### src/rtl/spi_flash_pkg.sv
// Shared types and constants for the SPI flash responder.
package spi_flash_pkg;

    typedef enum logic [2:0] {
        IDLE,
        CMD,
        ADDR,
        DATA,
        IGNORE
    } state_e;

    localparam logic [7:0] READ_CMD_DEFAULT = 8'h03;

    localparam int CMD_CNT_W  = 3;
    localparam int ADDR_CNT_W = 5;
    localparam int DATA_CNT_W = 5;
    localparam int WORD_W     = 32;

endpackage

### src/rtl/spi_pin_sync.sv
// Two-flop synchronizers for the SPI pins plus registered SCK edge detection.
// rise/fall and the aligned MOSI sample appear three clocks after the pins move.
module spi_pin_sync (
    input  logic clock,
    input  logic reset,
    input  logic sck,
    input  logic ss,
    input  logic mosi,
    output logic ss_sync,
    output logic ss_live,
    output logic mosi_sync,
    output logic rise,
    output logic fall
);

    logic sck_p0;
    logic sck_p1;
    logic sck_p2;
    logic ss_p0;
    logic fill_p0;
    logic mosi_p0;
    logic mosi_p1;

    // Control pins: SCK/SS synchronizers, SCK edge register, and a fill marker
    // that says when ss_sync holds a real pin sample rather than its reset value.
    always_ff @(posedge clock) begin
        if (reset) begin
            sck_p0  <= 1'b0;
            sck_p1  <= 1'b0;
            sck_p2  <= 1'b0;
            ss_p0   <= 1'b1;
            ss_sync <= 1'b1;
            fill_p0 <= 1'b0;
            ss_live <= 1'b0;
            rise    <= 1'b0;
            fall    <= 1'b0;
        end else begin
            // stage p0 -> p1: metastability settling
            sck_p0  <= sck;
            sck_p1  <= sck_p0;
            ss_p0   <= ss;
            ss_sync <= ss_p0;
            fill_p0 <= 1'b1;
            ss_live <= fill_p0;
            // stage p1 -> p2: edge register
            sck_p2  <= sck_p1;
            rise    <= sck_p1 & ~sck_p2;
            fall    <= ~sck_p1 & sck_p2;
        end
    end

    // MOSI data path: one extra stage so the sample lines up with the rise pulse.
    always_ff @(posedge clock) begin
        mosi_p0   <= mosi;
        mosi_p1   <= mosi_p0;
        mosi_sync <= mosi_p1;
    end

endmodule

### src/rtl/spi_flash_responder.sv
// SPI mode-0 flash responder: decodes READ (0x03) + address, fetches 32-bit
// words from a 1-cycle-latency memory port and streams them on MISO with a
// mid-word prefetch so consecutive words follow without gaps.
module spi_flash_responder
    import spi_flash_pkg::*;
#(
    parameter logic [7:0] READ_CMD = READ_CMD_DEFAULT,
    parameter int          ADDR_W   = 24
) (
    input  logic              clock,
    input  logic              reset,
    input  logic              spi_sck,
    input  logic              spi_ss,
    input  logic              spi_mosi,
    output logic              spi_miso,
    output logic              mem_ren,
    output logic [ADDR_W-1:0] mem_addr,
    input  logic [WORD_W-1:0] mem_rdata,
    output logic              busy,
    output logic              cmd_err
);

    localparam logic [CMD_CNT_W-1:0]  CMD_LAST    = '1;
    localparam logic [ADDR_CNT_W-1:0] ADDR_LAST   = ADDR_CNT_W'(ADDR_W - 1);
    localparam logic [DATA_CNT_W-1:0] DATA_LAST   = '1;
    localparam logic [DATA_CNT_W-1:0] PREFETCH_AT = DATA_CNT_W'(15);
    localparam logic [ADDR_W-1:0]     WORD_STEP   = ADDR_W'(4);

    logic ss_s;
    logic ss_live;
    logic mosi_s;
    logic rise;
    logic fall;

    state_e state;
    state_e state_nx;

    logic armed;
    logic [CMD_CNT_W-1:0]  cmd_cnt;
    logic [ADDR_CNT_W-1:0] addr_cnt;
    logic [DATA_CNT_W-1:0] data_cnt;

    logic [6:0]        cmd_sh;
    logic [ADDR_W-2:0] addr_sh;
    logic [7:0]        cmd_byte;
    logic [ADDR_W-1:0] addr_full;
    logic [WORD_W-1:0] tx_sh;
    logic [WORD_W-1:0] hold;

    logic go_first;
    logic go_next;
    logic err_nx;
    logic fetch_first_p1;
    logic fetch_first_p2;
    logic fetch_next_p1;
    logic fetch_next_p2;

    spi_pin_sync u_sync (
        .clock     (clock),
        .reset     (reset),
        .sck       (spi_sck),
        .ss        (spi_ss),
        .mosi      (spi_mosi),
        .ss_sync   (ss_s),
        .ss_live   (ss_live),
        .mosi_sync (mosi_s),
        .rise      (rise),
        .fall      (fall)
    );

    assign busy      = ~ss_s;
    assign cmd_byte  = {cmd_sh, mosi_s};
    assign addr_full = {addr_sh, mosi_s};

    // Next-state and one-cycle strobes; SS high overrides everything, including a coincident rise.
    always_comb begin
        state_nx = state;
        go_first = 1'b0;
        go_next  = 1'b0;
        err_nx   = 1'b0;
        if (ss_s) begin
            state_nx = IDLE;
        end else begin
            case (state)
                IDLE: begin
                    if (armed) state_nx = CMD;
                end
                CMD: begin
                    if (rise && cmd_cnt == CMD_LAST) begin
                        if (cmd_byte == READ_CMD) begin
                            state_nx = ADDR;
                        end else begin
                            err_nx   = 1'b1;
                            state_nx = IGNORE;
                        end
                    end
                end
                ADDR: begin
                    if (rise && addr_cnt == ADDR_LAST) begin
                        go_first = 1'b1;
                        state_nx = DATA;
                    end
                end
                DATA: begin
                    if (fall && data_cnt == PREFETCH_AT) go_next = 1'b1;
                end
                IGNORE: begin
                    state_nx = IGNORE;
                end
                default: state_nx = IDLE;
            endcase
        end
    end

    // Control state: FSM register, bit counters, memory strobe/address, MISO pin and error pulse.
    always_ff @(posedge clock) begin
        if (reset) begin
            state          <= IDLE;
            armed          <= 1'b0;
            cmd_cnt        <= '0;
            addr_cnt       <= '0;
            data_cnt       <= '0;
            mem_ren        <= 1'b0;
            mem_addr       <= '0;
            cmd_err        <= 1'b0;
            spi_miso       <= 1'b1;
            fetch_first_p1 <= 1'b0;
            fetch_first_p2 <= 1'b0;
            fetch_next_p1  <= 1'b0;
            fetch_next_p2  <= 1'b0;
        end else begin
            state   <= state_nx;
            armed   <= armed | (ss_s & ss_live);
            cmd_err <= err_nx;
            // stage p0 -> p1: read strobe issued
            mem_ren        <= go_first | go_next;
            fetch_first_p1 <= go_first;
            fetch_next_p1  <= go_next;
            // stage p1 -> p2: read data valid on the port
            fetch_first_p2 <= fetch_first_p1;
            fetch_next_p2  <= fetch_next_p1;
            if (go_first) begin
                mem_addr <= {addr_full[ADDR_W-1:2], 2'b00};
            end else if (go_next) begin
                mem_addr <= mem_addr + WORD_STEP;
            end
            if (ss_s) begin
                cmd_cnt  <= '0;
                addr_cnt <= '0;
                data_cnt <= '0;
                spi_miso <= 1'b1;
            end else begin
                if (state == CMD && rise) cmd_cnt <= cmd_cnt + CMD_CNT_W'(1);
                if (state == ADDR && rise) addr_cnt <= addr_cnt + ADDR_CNT_W'(1);
                if (state == DATA) begin
                    if (fall) begin
                        data_cnt <= data_cnt + DATA_CNT_W'(1);
                        spi_miso <= tx_sh[WORD_W-1];
                    end
                end else begin
                    spi_miso <= 1'b1;
                end
            end
        end
    end

    // Data shift registers: MOSI capture, MISO word shifter and prefetch holding register.
    always_ff @(posedge clock) begin
        if (state == CMD && rise) cmd_sh <= cmd_byte[6:0];
        if (state == ADDR && rise) addr_sh <= addr_full[ADDR_W-2:0];
        if (fetch_first_p2) begin
            tx_sh <= mem_rdata;
        end else if (state == DATA && fall) begin
            // the 32nd bit goes out now; the prefetched word takes its place
            tx_sh <= (data_cnt == DATA_LAST) ? hold : {tx_sh[WORD_W-2:0], 1'b0};
        end
        if (fetch_next_p2) hold <= mem_rdata;
    end

endmodule

### config.mk
export PLATFORM = sky130hd
export DESIGN_NAME = spi_flash_responder
export DESIGN_NICKNAME = d
export VERILOG_FILES = /design/src/rtl/spi_flash_pkg.sv /design/src/rtl/spi_pin_sync.sv /design/src/rtl/spi_flash_responder.sv
export SDC_FILE = /design/constraint.sdc
export NUM_CORES = 1
export LEC_CHECK = 0
export ABC_AREA = 0
export CORE_ASPECT_RATIO = 0.6
export CORE_MARGIN = 2
export CORE_UTILIZATION = 55
export CTS_CLUSTER_DIAMETER = 50
export DETAILED_ROUTE_END_ITERATION = 6
export PLACE_DENSITY = 0.84
export SYNTH_ARGS = -nofsm -noshare
export SYNTH_HDL_FRONTEND = slang
export SYNTH_SLANG_ARGS = --single-unit
### constraint.sdc
create_clock -name clock -period 2.45 [get_ports clock]
set_input_delay 0.49 -clock clock [delete_from_list [all_inputs] [get_ports clock]]
set_output_delay 0.49 -clock clock [all_outputs]
set_load 0.005 [all_outputs]
==> impl_results.md <==
* Status: completed
* Buffers on Ports at 62
* Worst-path clk slew at 60 ps
* Layout cells sized above 1 at 10.8%
* VDD IR max at 0.542 mV
* First-pass GRT wire length at 20100 um
* DRT Pass-1 Iters at 5
* Worst hold start: u_sync.mosi_p1$_DFF_P_
* Final Cell Area at 7430 sq um
* Tot GR Track Use at 22.1%
* Multiplexer share of the synthesized area at 5.61%
* Syn. warnings at 0
* Vias in the first global route at 3918
* Cell mode on critical path: ha_1
* Area contributors post-synth: edfxtp_1, dfxtp_1, mux2i_1
* Synth Area in Compound Gates at 8.07%
* CP bufs+invs at 0
* Finish-stage setup viols at 0
* Least-Margin Pin Slew at 665 ps
* P_leak at 2.49 nW
* Simple-Gate Fraction of Synth Area at 13.8%
* Final Util at 69.9%
* FP Rows at 29
* Total CTS buffers at 17
* Max-Cap Viols at 0
* Synth Area in XOR/XNOR at 2.75%
* Count leader, synth: edfxtp_1
* R2R Path Start: data_cnt[0]$_SDFFE_PP0P_
* Via-to-Cell Ratio at 5.66
* Distinct cells, synth at 54
* CTS tree: built
* Initial antenna violation count at 0
* Number of synthesized flops with an enable pin at 94
* Pre-CTS setup slack at 150 ps
* Final Skew at 9.84 ps
* Yosys top cell by area: edfxtp_1
* Slew headroom at 55.3%
* DRC at 0
* Seq/Total Area, Yosys at 65.7%
* Reg2reg path depth at 8
* Antenna diodes at 0
* Initial cell density of the core at 57.0%
* CTS root buffer: clkbuf_16
* Clock latency on the worst-skew pair at 410 ps
* Post-synth top area share at 46.6%
* Register bit total from synthesis at 152
* Post-route antenna net violation count at 0
* Setup CP Type: register to register
* Fmax at 0.447 GHz
* Reg-to-reg endpoint: mem_addr[19]$_SDFFE_PP0P_
* Wire length per cell at 18.0 um
* Critical path cell sequence: ha_1, and3_1, ha_1, nand2b_2, nor4_4, nand4_1, xor2_1, a211oi_2
* Synthesized instance count at 485
* Worst Path Arrival at 2570 ps
* Postcts setup bufs at 0
* Fin crit period at 2240 ps
* Crit end category: register
* Global route overflow at 0
* Crit path max-delay family: simple AND/OR/NAND/NOR gates
* CP max FO at 6
* RSZ-0062 raised after global routing: false
* Worst hold path depth at 0
* Post-synthesis adder-cell area fraction at 1.44%
* Final-report hold violation count at 0
* H-tree Lvls at 4
* Synthesized cell area at 6060 sq um
* Nets at 597
* Sink of the worst hold path: u_sync.mosi_sync$_DFF_P_
* Die X at 140 um
* Fraction of registers with async set/reset at 0%
* CTS max path bufs at 2
* P per Cell Area at 718 nW/um^2
* Clk sinks at 152
* CP Launch Type: register
* HPWL after DPL at 8240 um
* R2r setup slk at 210 ps
* Drt initial violations at 401
* Setup TNS at 0 ps
* Top post-synthesis cells by count: edfxtp_1, dfxtp_1, nand2_1
* Slowest cell delay on critical path at 440 ps
* Fin worst setup slack at 213 ps
* Die height at 85.3 um
* Die area at 11900 sq um
* Final Max Tran Viols at 0
* Slowest CP cell: nor4_4
* Largest family of logic cells by synthesized area: simple AND/OR/NAND/NOR gates
* Hold Crit Class: register to register
* Syn avg cell area at 12.5 sq um
* Most used DFF post-synth: edfxtp_1
* Core Box Area at 10600 sq um
* Crit share post-route at 91.3%
* Via Count at 3987
* Required @ worst endpoint at 2780 ps
* Hold-fix buffers at CTS at 0
* RD Place Congestion at 0.908
* Total wire length at 12700 um
* Largest net degree at the start of global routing at 65
* I/O pins at 65
* Area Overhead vs Synth at 22.5%
* DP Area at 6850 sq um
## metal layers
layer,share of wire (%),vias to the layer above,GRT usage [%]
met5,0,-,0
met4,1.1,0,8.36
met3,7.1,14,5.87
met2,47,137,33.6
met1,45,1913,30.9
li1,-,1923,-
## how the worst max path moves through the flow
stage,startpoint,cells after the start,end
5_1_grt,data_cnt[0]$_SDFFE_PP0P_,8,mem_addr[14]$_SDFFE_PP0P_
3_5_place_dp,data_cnt[0]$_SDFFE_PP0P_,8,mem_addr[3]$_SDFFE_PP0P_
2_1_floorplan,data_cnt[0]$_SDFFE_PP0P_,7,tx_sh[2]$_DFFE_PP_
3_3_place_gp,data_cnt[0]$_SDFFE_PP0P_,8,mem_addr[3]$_SDFFE_PP0P_
4_1_cts,data_cnt[0]$_SDFFE_PP0P_,8,mem_addr[3]$_SDFFE_PP0P_
6_report,data_cnt[0]$_SDFFE_PP0P_,8,mem_addr[19]$_SDFFE_PP0P_
## layout make-up
| cell class | instances | area (sq um) |
|---|---|---|
| inverter | 8 | 30.0 |
| sequential | 152 | 3990 |
| clock buffer | 17 | 425 |
| tap | 139 | 174 |
| fill | 682 | 3200 |
| multi-input combinational | 300 | 1940 |
| timing repair buffer | 74 | 723 |
| clock inverter | 15 | 151 |
## placed cells by master, fill, tap and decap left out, drive strengths merged, types with 14 or more instances in the layout
cell type       n
a21oi          16
clkbuf         17
clkdlybuf4s50  62
dfxtp          58
edfxtp         94
mux2i          34
nand2          53
nand3          14
nor2           34
o21ai          37
xor2           15
## flip-flops by register name, summed over array words and instances (netlist names), 3 cells and up
name / flops
addr_cnt: 5
addr_sh: 23
cmd_cnt: 3
cmd_sh: 7
data_cnt: 5
hold: 32
mem_addr: 22
state: 3
tx_sh: 32
## what timing repair did
action	in CTS	in global routing
hold endpoints to repair	0	0
resized for setup	0	2
endpoints found under the setup margin	0	10
## through the flow
| stage | total power [mW] | hold WS, ps | cells |
|---|---|---|---|
| after floorplan | 2.79 | 310 | 486 |
| after global placement | 2.86 | 313 | 673 |
| after detailed placement | 2.86 | 319 | 673 |
| after CTS | 5.37 | 338 | 705 |
| after global routing | 5.49 | 342 | 705 |
| final | 5.33 | 331 | 705 |
## cells by family (layout without fill, tap and decap cells)
family                     count (synthesis)  after routing
buffers and inverters                     34            114
DFF                                      152            152
adders and majority gates                  7              7
other                                      1              2
xor gates and xnor gates                  19             19
muxes                                     34             34
AOI/OAI and AO/OA                         79             79
and+or+nand+nor                          159            159
## report_power, final
group          leakage [nW]  internal, mW  switching [mW]
Clock                 0.281          1.50            1.03
Combinational         0.891        0.0599          0.0383
Sequential             1.31          2.70         0.00609
Total                  2.49          4.26            1.07
(Power assumes the default switching activity.)
